`src/rtl/vme_dtack_ctrl.sv`:
```
// VME data-transfer acknowledge controller.
// Sits behind the address/strobe decoder: pulses a start strobe to the
// addressed device, waits for its acknowledge, and answers the VME master
// with DTACK_B (device done) or BERR_B (timeout / unmapped device).
// The bus response is held until the master releases its data strobe.
// Failed cycles (timeouts, unmapped devices, master aborts) are counted in a
// saturating diagnostic counter.
module vme_dtack_ctrl #(
   parameter int TIMEOUT = 64,   // WAIT cycles allowed before bus error, 2..255
   parameter int ERRW    = 8     // error counter width
) (
   input  logic            FASTCLK,
   input  logic            RST_B,
   input  logic            VMEREADY,
   input  logic            STROBE,
   input  logic            STRBCE,
   input  logic [9:0]      DEVICE,
   input  logic [9:0]      COMMAND,
   input  logic            WRITE_B,
   input  logic [9:0]      DEV_ACK,
   output logic [9:0]      DEV_STRB,
   output logic [9:0]      CMD,
   output logic            WR_B,
   output logic            DTACK_B,
   output logic            BERR_B,
   output logic            BUSY,
   output logic [ERRW-1:0] ERRCNT
);

   typedef enum logic [2:0] {
      S_IDLE  = 3'd0,
      S_ISSUE = 3'd1,
      S_WAIT  = 3'd2,
      S_ACK   = 3'd3,
      S_ERR   = 3'd4
   } state_t;

   // Last timer value tolerated in WAIT; reaching it without an ack is a timeout.
   localparam logic [7:0] TMO_LAST = 8'(TIMEOUT - 1);

   state_t          state_q;
   logic [9:0]      dev_l_q;
   logic [7:0]      timer_q;
   logic [9:0]      dev_strb_q;
   logic [9:0]      cmd_q;
   logic            wr_b_q;
   logic            dtack_b_q;
   logic            berr_b_q;
   logic            busy_q;
   logic [ERRW-1:0] errcnt_q;

   logic            ack_hit_s;
   logic            tmo_hit_s;

   // Saturating increment: the counter sticks at all-ones instead of wrapping.
   function automatic logic [ERRW-1:0] sat_inc(input logic [ERRW-1:0] v);
      if (&v) begin
         return v;
      end else begin
         return v + ERRW'(1);
      end
   endfunction

   // Only the acknowledge bit of the latched device is honoured.
   assign ack_hit_s = |(DEV_ACK & dev_l_q);
   assign tmo_hit_s = (timer_q == TMO_LAST);

   // Cycle sequencer: state, latched request, timer, bus response and error count.
   always_ff @(posedge FASTCLK or negedge RST_B) begin
      if (!RST_B) begin
         state_q    <= S_IDLE;
         dev_l_q    <= 10'd0;
         timer_q    <= 8'd0;
         dev_strb_q <= 10'd0;
         cmd_q      <= 10'd0;
         wr_b_q     <= 1'b1;
         dtack_b_q  <= 1'b1;
         berr_b_q   <= 1'b1;
         busy_q     <= 1'b0;
         errcnt_q   <= '0;
      end else begin
         // Response lines follow the state one edge late, so each stays
         // asserted for the edge on which the FSM leaves ACK/ERR.
         dev_strb_q <= 10'd0;
         dtack_b_q  <= (state_q != S_ACK);
         berr_b_q   <= (state_q != S_ERR);

         case (state_q)
            S_IDLE: begin
               if (STRBCE && VMEREADY) begin
                  dev_l_q <= DEVICE;
                  cmd_q   <= COMMAND;
                  wr_b_q  <= WRITE_B;
                  busy_q  <= 1'b1;
                  if (DEVICE == 10'd0) begin
                     state_q  <= S_ERR;
                     errcnt_q <= sat_inc(errcnt_q);
                  end else begin
                     state_q <= S_ISSUE;
                  end
               end else begin
                  state_q <= S_IDLE;
                  busy_q  <= 1'b0;
               end
            end

            S_ISSUE: begin
               timer_q <= 8'd0;
               if (!STROBE) begin
                  // Master gave up before the device was started.
                  state_q  <= S_IDLE;
                  busy_q   <= 1'b0;
                  errcnt_q <= sat_inc(errcnt_q);
               end else begin
                  dev_strb_q <= dev_l_q;
                  state_q    <= S_WAIT;
                  busy_q     <= 1'b1;
               end
            end

            S_WAIT: begin
               if (!STROBE) begin
                  // Abort wins over a same-edge acknowledge.
                  state_q  <= S_IDLE;
                  busy_q   <= 1'b0;
                  errcnt_q <= sat_inc(errcnt_q);
               end else if (ack_hit_s) begin
                  // Acknowledge wins over a same-edge timeout.
                  state_q <= S_ACK;
                  busy_q  <= 1'b1;
               end else if (tmo_hit_s) begin
                  state_q  <= S_ERR;
                  busy_q   <= 1'b1;
                  errcnt_q <= sat_inc(errcnt_q);
               end else begin
                  state_q <= S_WAIT;
                  busy_q  <= 1'b1;
                  timer_q <= timer_q + 8'd1;
               end
            end

            S_ACK: begin
               if (!STROBE) begin
                  state_q <= S_IDLE;
                  busy_q  <= 1'b0;
               end else begin
                  state_q <= S_ACK;
                  busy_q  <= 1'b1;
               end
            end

            S_ERR: begin
               if (!STROBE) begin
                  state_q <= S_IDLE;
                  busy_q  <= 1'b0;
               end else begin
                  state_q <= S_ERR;
                  busy_q  <= 1'b1;
               end
            end

            default: begin
               state_q <= S_IDLE;
               busy_q  <= 1'b0;
            end
         endcase
      end
   end

   assign DEV_STRB = dev_strb_q;
   assign CMD      = cmd_q;
   assign WR_B     = wr_b_q;
   assign DTACK_B  = dtack_b_q;
   assign BERR_B   = berr_b_q;
   assign BUSY     = busy_q;
   assign ERRCNT   = errcnt_q;

endmodule

```
`config.mk`:
```
export PLATFORM = sky130hd
export DESIGN_NAME = vme_dtack_ctrl
export DESIGN_NICKNAME = d
export VERILOG_FILES = /design/src/rtl/vme_dtack_ctrl.sv
export SDC_FILE = /design/constraint.sdc
export NUM_CORES = 1
export LEC_CHECK = 0
export CELL_PAD_IN_SITES_DETAIL_PLACEMENT = 1
export CELL_PAD_IN_SITES_GLOBAL_PLACEMENT = 2
export CORE_MARGIN = 5
export CORE_UTILIZATION = 30
export DETAILED_ROUTE_END_ITERATION = 8
export PLACE_DENSITY = 0.79
export SYNTH_ARGS = -nofsm -noshare
export SYNTH_HDL_FRONTEND = slang
export SYNTH_SLANG_ARGS = --single-unit
```
`constraint.sdc`:
```
create_clock -name FASTCLK -period 2.76 [get_ports FASTCLK]
set_clock_uncertainty 0.1 [all_clocks]
set_input_delay 0.552 -clock FASTCLK [delete_from_list [all_inputs] [get_ports FASTCLK]]
set_output_delay 0.552 -clock FASTCLK [all_outputs]
set_load 0.03 [all_outputs]
```
## Word-level counts from Yosys, hierarchy flattened

Cells that the tools add are included.

- Input bits: 36
- Flip-flop bits (word level): 53

- Bitwise logic cells: 1
- Reduce and logical (&&, ||, !) cells: 11
- Eq/ne operators: 15
- Mux-type cells: 26
- Add/subtract/negate cells: 2

Operators by type and width:

| kind | count |
|---|---|
| $mux 8 | 10 |
| $pmux 8 s3 | 1 |
| $mux 10 | 2 |
| $mux 3 | 6 |
| $add 8x1->8 const B | 2 |
| $pmux 8 s2 | 1 |
| $pmux 3 s5 | 1 |
| $ne 2x2->1 const B | 6 |
| $and 10x10->10 | 1 |
| $logic_not 10->1 | 1 |
| $reduce_or 10->1 | 1 |
| $ne 3x3->1 const B | 3 |
| $eq 8x6->1 const B | 1 |
| $reduce_and 8->1 | 1 |
| $eq 3x2->1 const B | 2 |
| $reduce_and 6->1 | 1 |
| $mux 2 | 2 |
| $reduce_and 4->1 | 1 |
| $reduce_or 4->1 | 1 |
| $eq 3x1->1 const B | 1 |
| $eq 3x3->1 const B | 1 |
| $logic_not 3->1 | 1 |
| $ne 3x2->1 const B | 1 |
| $reduce_bool 3->1 | 1 |
| other kinds (5) | 6 |

## Depth between registers and ports, before layout

- Depth after elaboration: 6
- Depth in mapped cells: 8
- Mapped depth without buffers: 6

## Least setup slack after synthesis

OpenSTA, ideal clock, no wires.

- Path type: input -> register
- From: in DEV_ACK[1]
- To: reg errcnt_q[1] (netlist: ERRCNT[1])
- Library setup time: 125 ps
- Data required time: 2535 ps
- Arrival time: 1745 ps
- Path slack: 790 ps
- Stages: 6
- Cell sequence: a22o_1 a221oi_4 and3_1 buf_6 o21ai_4 mux2_4

- Longest elaborated chain between the ends: 4

Ends and longest elaborated chain:

| item | line | source |
|---|---|---|
| start: declaration | 20 | `input logic [9:0] DEV_ACK,` |
| $and 10x10->10 | 65 | `assign ack_hit_s = \|(DEV_ACK & dev_l_q);` |
| $reduce_or 10->1 | 65 |  |
| $ne 3x3->1 (no line) | n/a |  |
| $reduce_and 6->1 (no line) | n/a |  |
| end signal: assignment | 97 | `errcnt_q <= sat_inc(errcnt_q);` |
| end signal: assignment | 113 | `errcnt_q <= sat_inc(errcnt_q);` |
| end signal: assignment | 126 | `errcnt_q <= sat_inc(errcnt_q);` |
| end: declaration | 50 | `logic [ERRW-1:0] errcnt_q;` |

No other way between the ends.
A chain may end at the register's enable or synchronous reset.

## Worst setup path after layout

- From: in STROBE
- To: reg timer_q[6]

- Longest elaborated chain between the ends: 2

Ends and longest elaborated chain:

| item | line | source |
|---|---|---|
| start: declaration | 15 | `input logic STROBE,` |
| $ne 2x2->1 (no line) | n/a |  |
| $reduce_and 4->1 (no line) | n/a |  |
| end signal: assignment | 138 | `timer_q <= timer_q + 8'd1;` |
| end: declaration | 43 | `logic [7:0] timer_q;` |

No other way between the ends.

==> impl_results.md <==
- Die Span X: 101 microns
- Iter 0 DRT Violations: 51
- Post-cts sizing count: 0
- Multi-input logic area: 1050 sq um
- Result of the run: completed
- Worst min-delay path category: input pin to async pin
- Skew-Pair Late Insertion Delay: 310 ps
- Number of buffers inserted during clock tree synthesis: 5
- Setup crit start: STROBE
- CP required: 2850 ps
- Start-to-end type of the worst setup path: input pin to flop
- Worst slack, placed: 142 ps
- Critical-path maximum fanout: 10
- Number of levels in the clock H-tree: 2
- Wire length of the first global-routing pass: 10.3 mm
- Overflow after GRT: 0
- Arrival time worst endpoint: 2330 ps
- Number of global-route vias before repair: 2073
- Final routed DRC violation total: 0
- Core area: 8130 sq um
- Kind of end point of the critical path: flop
- Fraction of final layout cells sized beyond drive strength 1: 0.150
- Longest Clk Path Bufs: 2
- Power density cells: 721 nW/um^2
- Setup repair after global routing missed its margin: no
- Launch point of the worst reg-to-reg path: timer_q[0]
- Leak Pwr: 1.42 nW
- Total setup buffers inserted after CTS: 0
- Max capacitance violation total: 0
- Destination of the critical timing path: timer_q[6]
- Port Buffer Count: 67
- Terminus of the critical flop-to-flop path: ERRCNT[1]
- Initial antenna violation count: 0
- F_max: 447 MHz
- Routed wire length: 6.09 mm
- Yosys warns: 0
- Final weighted congestion of routability-driven global placement: 0.727
- Mean cell area of the mapped netlist: 11.2 sq um
- Relative area change from synthesis to final layout: 35.7%
- Post-route design area: 3350 sq um
- IR Drop Worst-Case VDD: 0.244 mV
- Cell area after placement: 3260 sq um
- Post-DR wirelength/cell: 15.3 microns
- Worst-case register-to-register setup slack: 680 ps
- Slew at the pin with the worst max-slew slack: 687 ps
- Clock edge transition at the registers on the reported setup and hold paths: 90 ps
- ANT nets after route: 0
- Reg2reg path depth: 6
- Crit path setup slack, layout: 523 ps
- Total negative slack: 0 ps
- # setup viols final: 0
- Sequential cell area fraction in the yosys report: 0.538
- Number of distinct library cell variants in the gate-level netlist after synthesis: 54
- Total vias in the final route: 1904
- DPL Wire Length: 4.70 mm
- Maximum number of pins on one net before global-route repair: 54
- Final #Nets: 330
- Routed vias/inst: 4.78
- Starting Density: 0.304
- Final period demand of the worst path: 2240 ps
- Inserted Diodes: 0
- Launching element type of the critical path: input pin
- Number of buffers inserted by hold repair at cts: 0
- Headroom to the max-slew limit: 0.542
- Post-Syn Area: 2470 sq um
- Cell count after synthesis: 220
- Clock tree root buffer cell: sky130_fd_sc_hd__clkbuf_8
- Storage cell area: 1330 sq um
- Die H: 101 microns
- Clock Sinks: 53
- Post-synth ARST share: 1.00
- Post-synthesis net count: 258
- #FFs+latches synth: 53
- Number of core rows: 33
- Final period utilization: 0.811
- Filler instances: 914
- Number of max-slew violations in the final report: 0
- TritonCTS clock tree: built
- Number of enable flip-flop cells after synthesis: 0
- Most used DFF post-synth: sky130_fd_sc_hd__dfrtp_1
- Final hold vios: 0
- Global routing usage summed across all routing layers: 0.127
- Number of iterations in the first detailed-routing pass: 4
- Num ports: 68
- Die outline area: 10200 sq um
logic make-up (layout without fill, tap and decap cells):
family	Yosys count	in the layout	share of synthesized area
adder cells (fa/ha/maj)	2	2	0.0101
AO/OA/AOI/OAI	41	41	0.138
multiplexers	13	13	0.0603
buffers and inverters	16	89	0.0349
flip-flops	53	53	0.538
AND/OR/NAND/NOR	88	88	0.194
XOR/XNOR	7	7	0.0248
metrics by stage:
step | utilization | cells | hold WS [ps] | total power, mW
finish | 0.412 | 398 | 254 | 2.42
global route | 0.412 | 398 | 319 | 2.57
CTS | 0.412 | 398 | 287 | 2.46
detailed placement | 0.401 | 390 | 394 | 2.01
global placement | 0.401 | 390 | 380 | 1.98
floorplan | - | 220 | 156 | 1.60
metal layers:
| layer | global-route usage | vias up | wire length, microns |
|---|---|---|---|
| met1 | 0.170 | 944 | 2760 |
| met4 | 0.0301 | 0 | 62 |
| li1 | - | 916 | - |
| met5 | 0 | - | 0 |
| met2 | 0.206 | 34 | 3010 |
| met3 | 0.0318 | 10 | 254 |
critical path, cell delays in order:
cell and delay [ps]:
sky130_fd_sc_hd__clkdlybuf4s50_1 620, sky130_fd_sc_hd__nand4bb_1 240, sky130_fd_sc_hd__a21oi_4 220, sky130_fd_sc_hd__nand3_4 150, sky130_fd_sc_hd__and2_0 320, sky130_fd_sc_hd__o22a_1 230
where the power goes:
part           leakage, nW  switching [mW]  total, mW  internal (mW)
clock               0.0414           0.260      0.441          0.181
sequential           0.677           0.153       1.09          0.940
combinational        0.702           0.466      0.882          0.416
total                 1.42           0.879       2.42           1.54
synthesized netlist by cell type (2+ instances only):
library cell,number,area (sq um)
sky130_fd_sc_hd__a2111oi_0,2,17.5
sky130_fd_sc_hd__a21oi_1,3,15.0
sky130_fd_sc_hd__a21oi_4,2,32.5
sky130_fd_sc_hd__a22oi_1,3,22.5
sky130_fd_sc_hd__and2_1,12,75.1
sky130_fd_sc_hd__and3_1,7,43.8
sky130_fd_sc_hd__buf_2,3,15.0
sky130_fd_sc_hd__buf_4,2,15.0
sky130_fd_sc_hd__buf_6,2,22.5
sky130_fd_sc_hd__clkbuf_1,2,7.51
sky130_fd_sc_hd__dfrtp_1,50,1250
sky130_fd_sc_hd__dfstp_2,3,78.8
sky130_fd_sc_hd__ha_1,2,25.0
sky130_fd_sc_hd__inv_1,6,22.5
sky130_fd_sc_hd__mux2_2,11,124
sky130_fd_sc_hd__nand2_1,38,143
sky130_fd_sc_hd__nand3_1,8,40.0
sky130_fd_sc_hd__nor2_1,6,22.5
sky130_fd_sc_hd__nor2b_1,2,12.5
sky130_fd_sc_hd__nor3_1,2,10.0
sky130_fd_sc_hd__nor4_2,2,25.0
sky130_fd_sc_hd__o211ai_1,4,30.0
sky130_fd_sc_hd__o21ai_0,7,35.0
sky130_fd_sc_hd__o21ai_1,2,10.0
sky130_fd_sc_hd__o22a_1,4,35.0
sky130_fd_sc_hd__xnor2_1,7,61.3
registers in the layout (all words and copies together) (netlist names):
register / cells
state_q: 3
DEV_STRB: 10
dev_l_q: 10
DTACK_B: 1
BERR_B: 1
BUSY: 1
CMD: 10
timer_q: 8
WR_B: 1
ERRCNT: 8
cell type report:
class,instances,share of cell area
clock buffers,6,0.0216
clock inverters,2,0.00485
inverters,6,0.00672
multi-input cells,151,0.315
flip-flops and latches,53,0.397
well taps,105,0.0392
repair buffers,75,0.216
placed cells by master, fill, tap and decap left out, types with 3 or more instances in the layout:
cell type                         Yosys  routed
sky130_fd_sc_hd__o22a_1               4       4
sky130_fd_sc_hd__clkdlybuf4s50_1      0      66
sky130_fd_sc_hd__buf_4                2       8
sky130_fd_sc_hd__inv_1                6       6
sky130_fd_sc_hd__o21ai_0              7       7
sky130_fd_sc_hd__nand2_1             38      38
sky130_fd_sc_hd__mux2_2              11      11
sky130_fd_sc_hd__xnor2_1              7       7
sky130_fd_sc_hd__and3_1               7       7
sky130_fd_sc_hd__a21oi_1              3       3
sky130_fd_sc_hd__nand3_1              8       8
sky130_fd_sc_hd__clkbuf_8             0       5
sky130_fd_sc_hd__and2_1              12      12
sky130_fd_sc_hd__dfstp_2              3       3
sky130_fd_sc_hd__nor2_1               6       6
sky130_fd_sc_hd__dfrtp_1             50      50
sky130_fd_sc_hd__a22oi_1              3       3
sky130_fd_sc_hd__o211ai_1             4       4
worst min path at each step:
stage / startpoint / end / slack, ps
6_report: RST_B / ERRCNT[1] / 250
5_1_grt: RST_B / CMD[6] / 320
4_1_cts: RST_B / ERRCNT[6] / 290
3_5_place_dp: dev_l_q[6] / dev_l_q[6] / 390
3_3_place_gp: dev_l_q[6] / dev_l_q[6] / 380
2_1_floorplan: RST_B / BUSY / 160
Power figures use the tool's default switching activity.
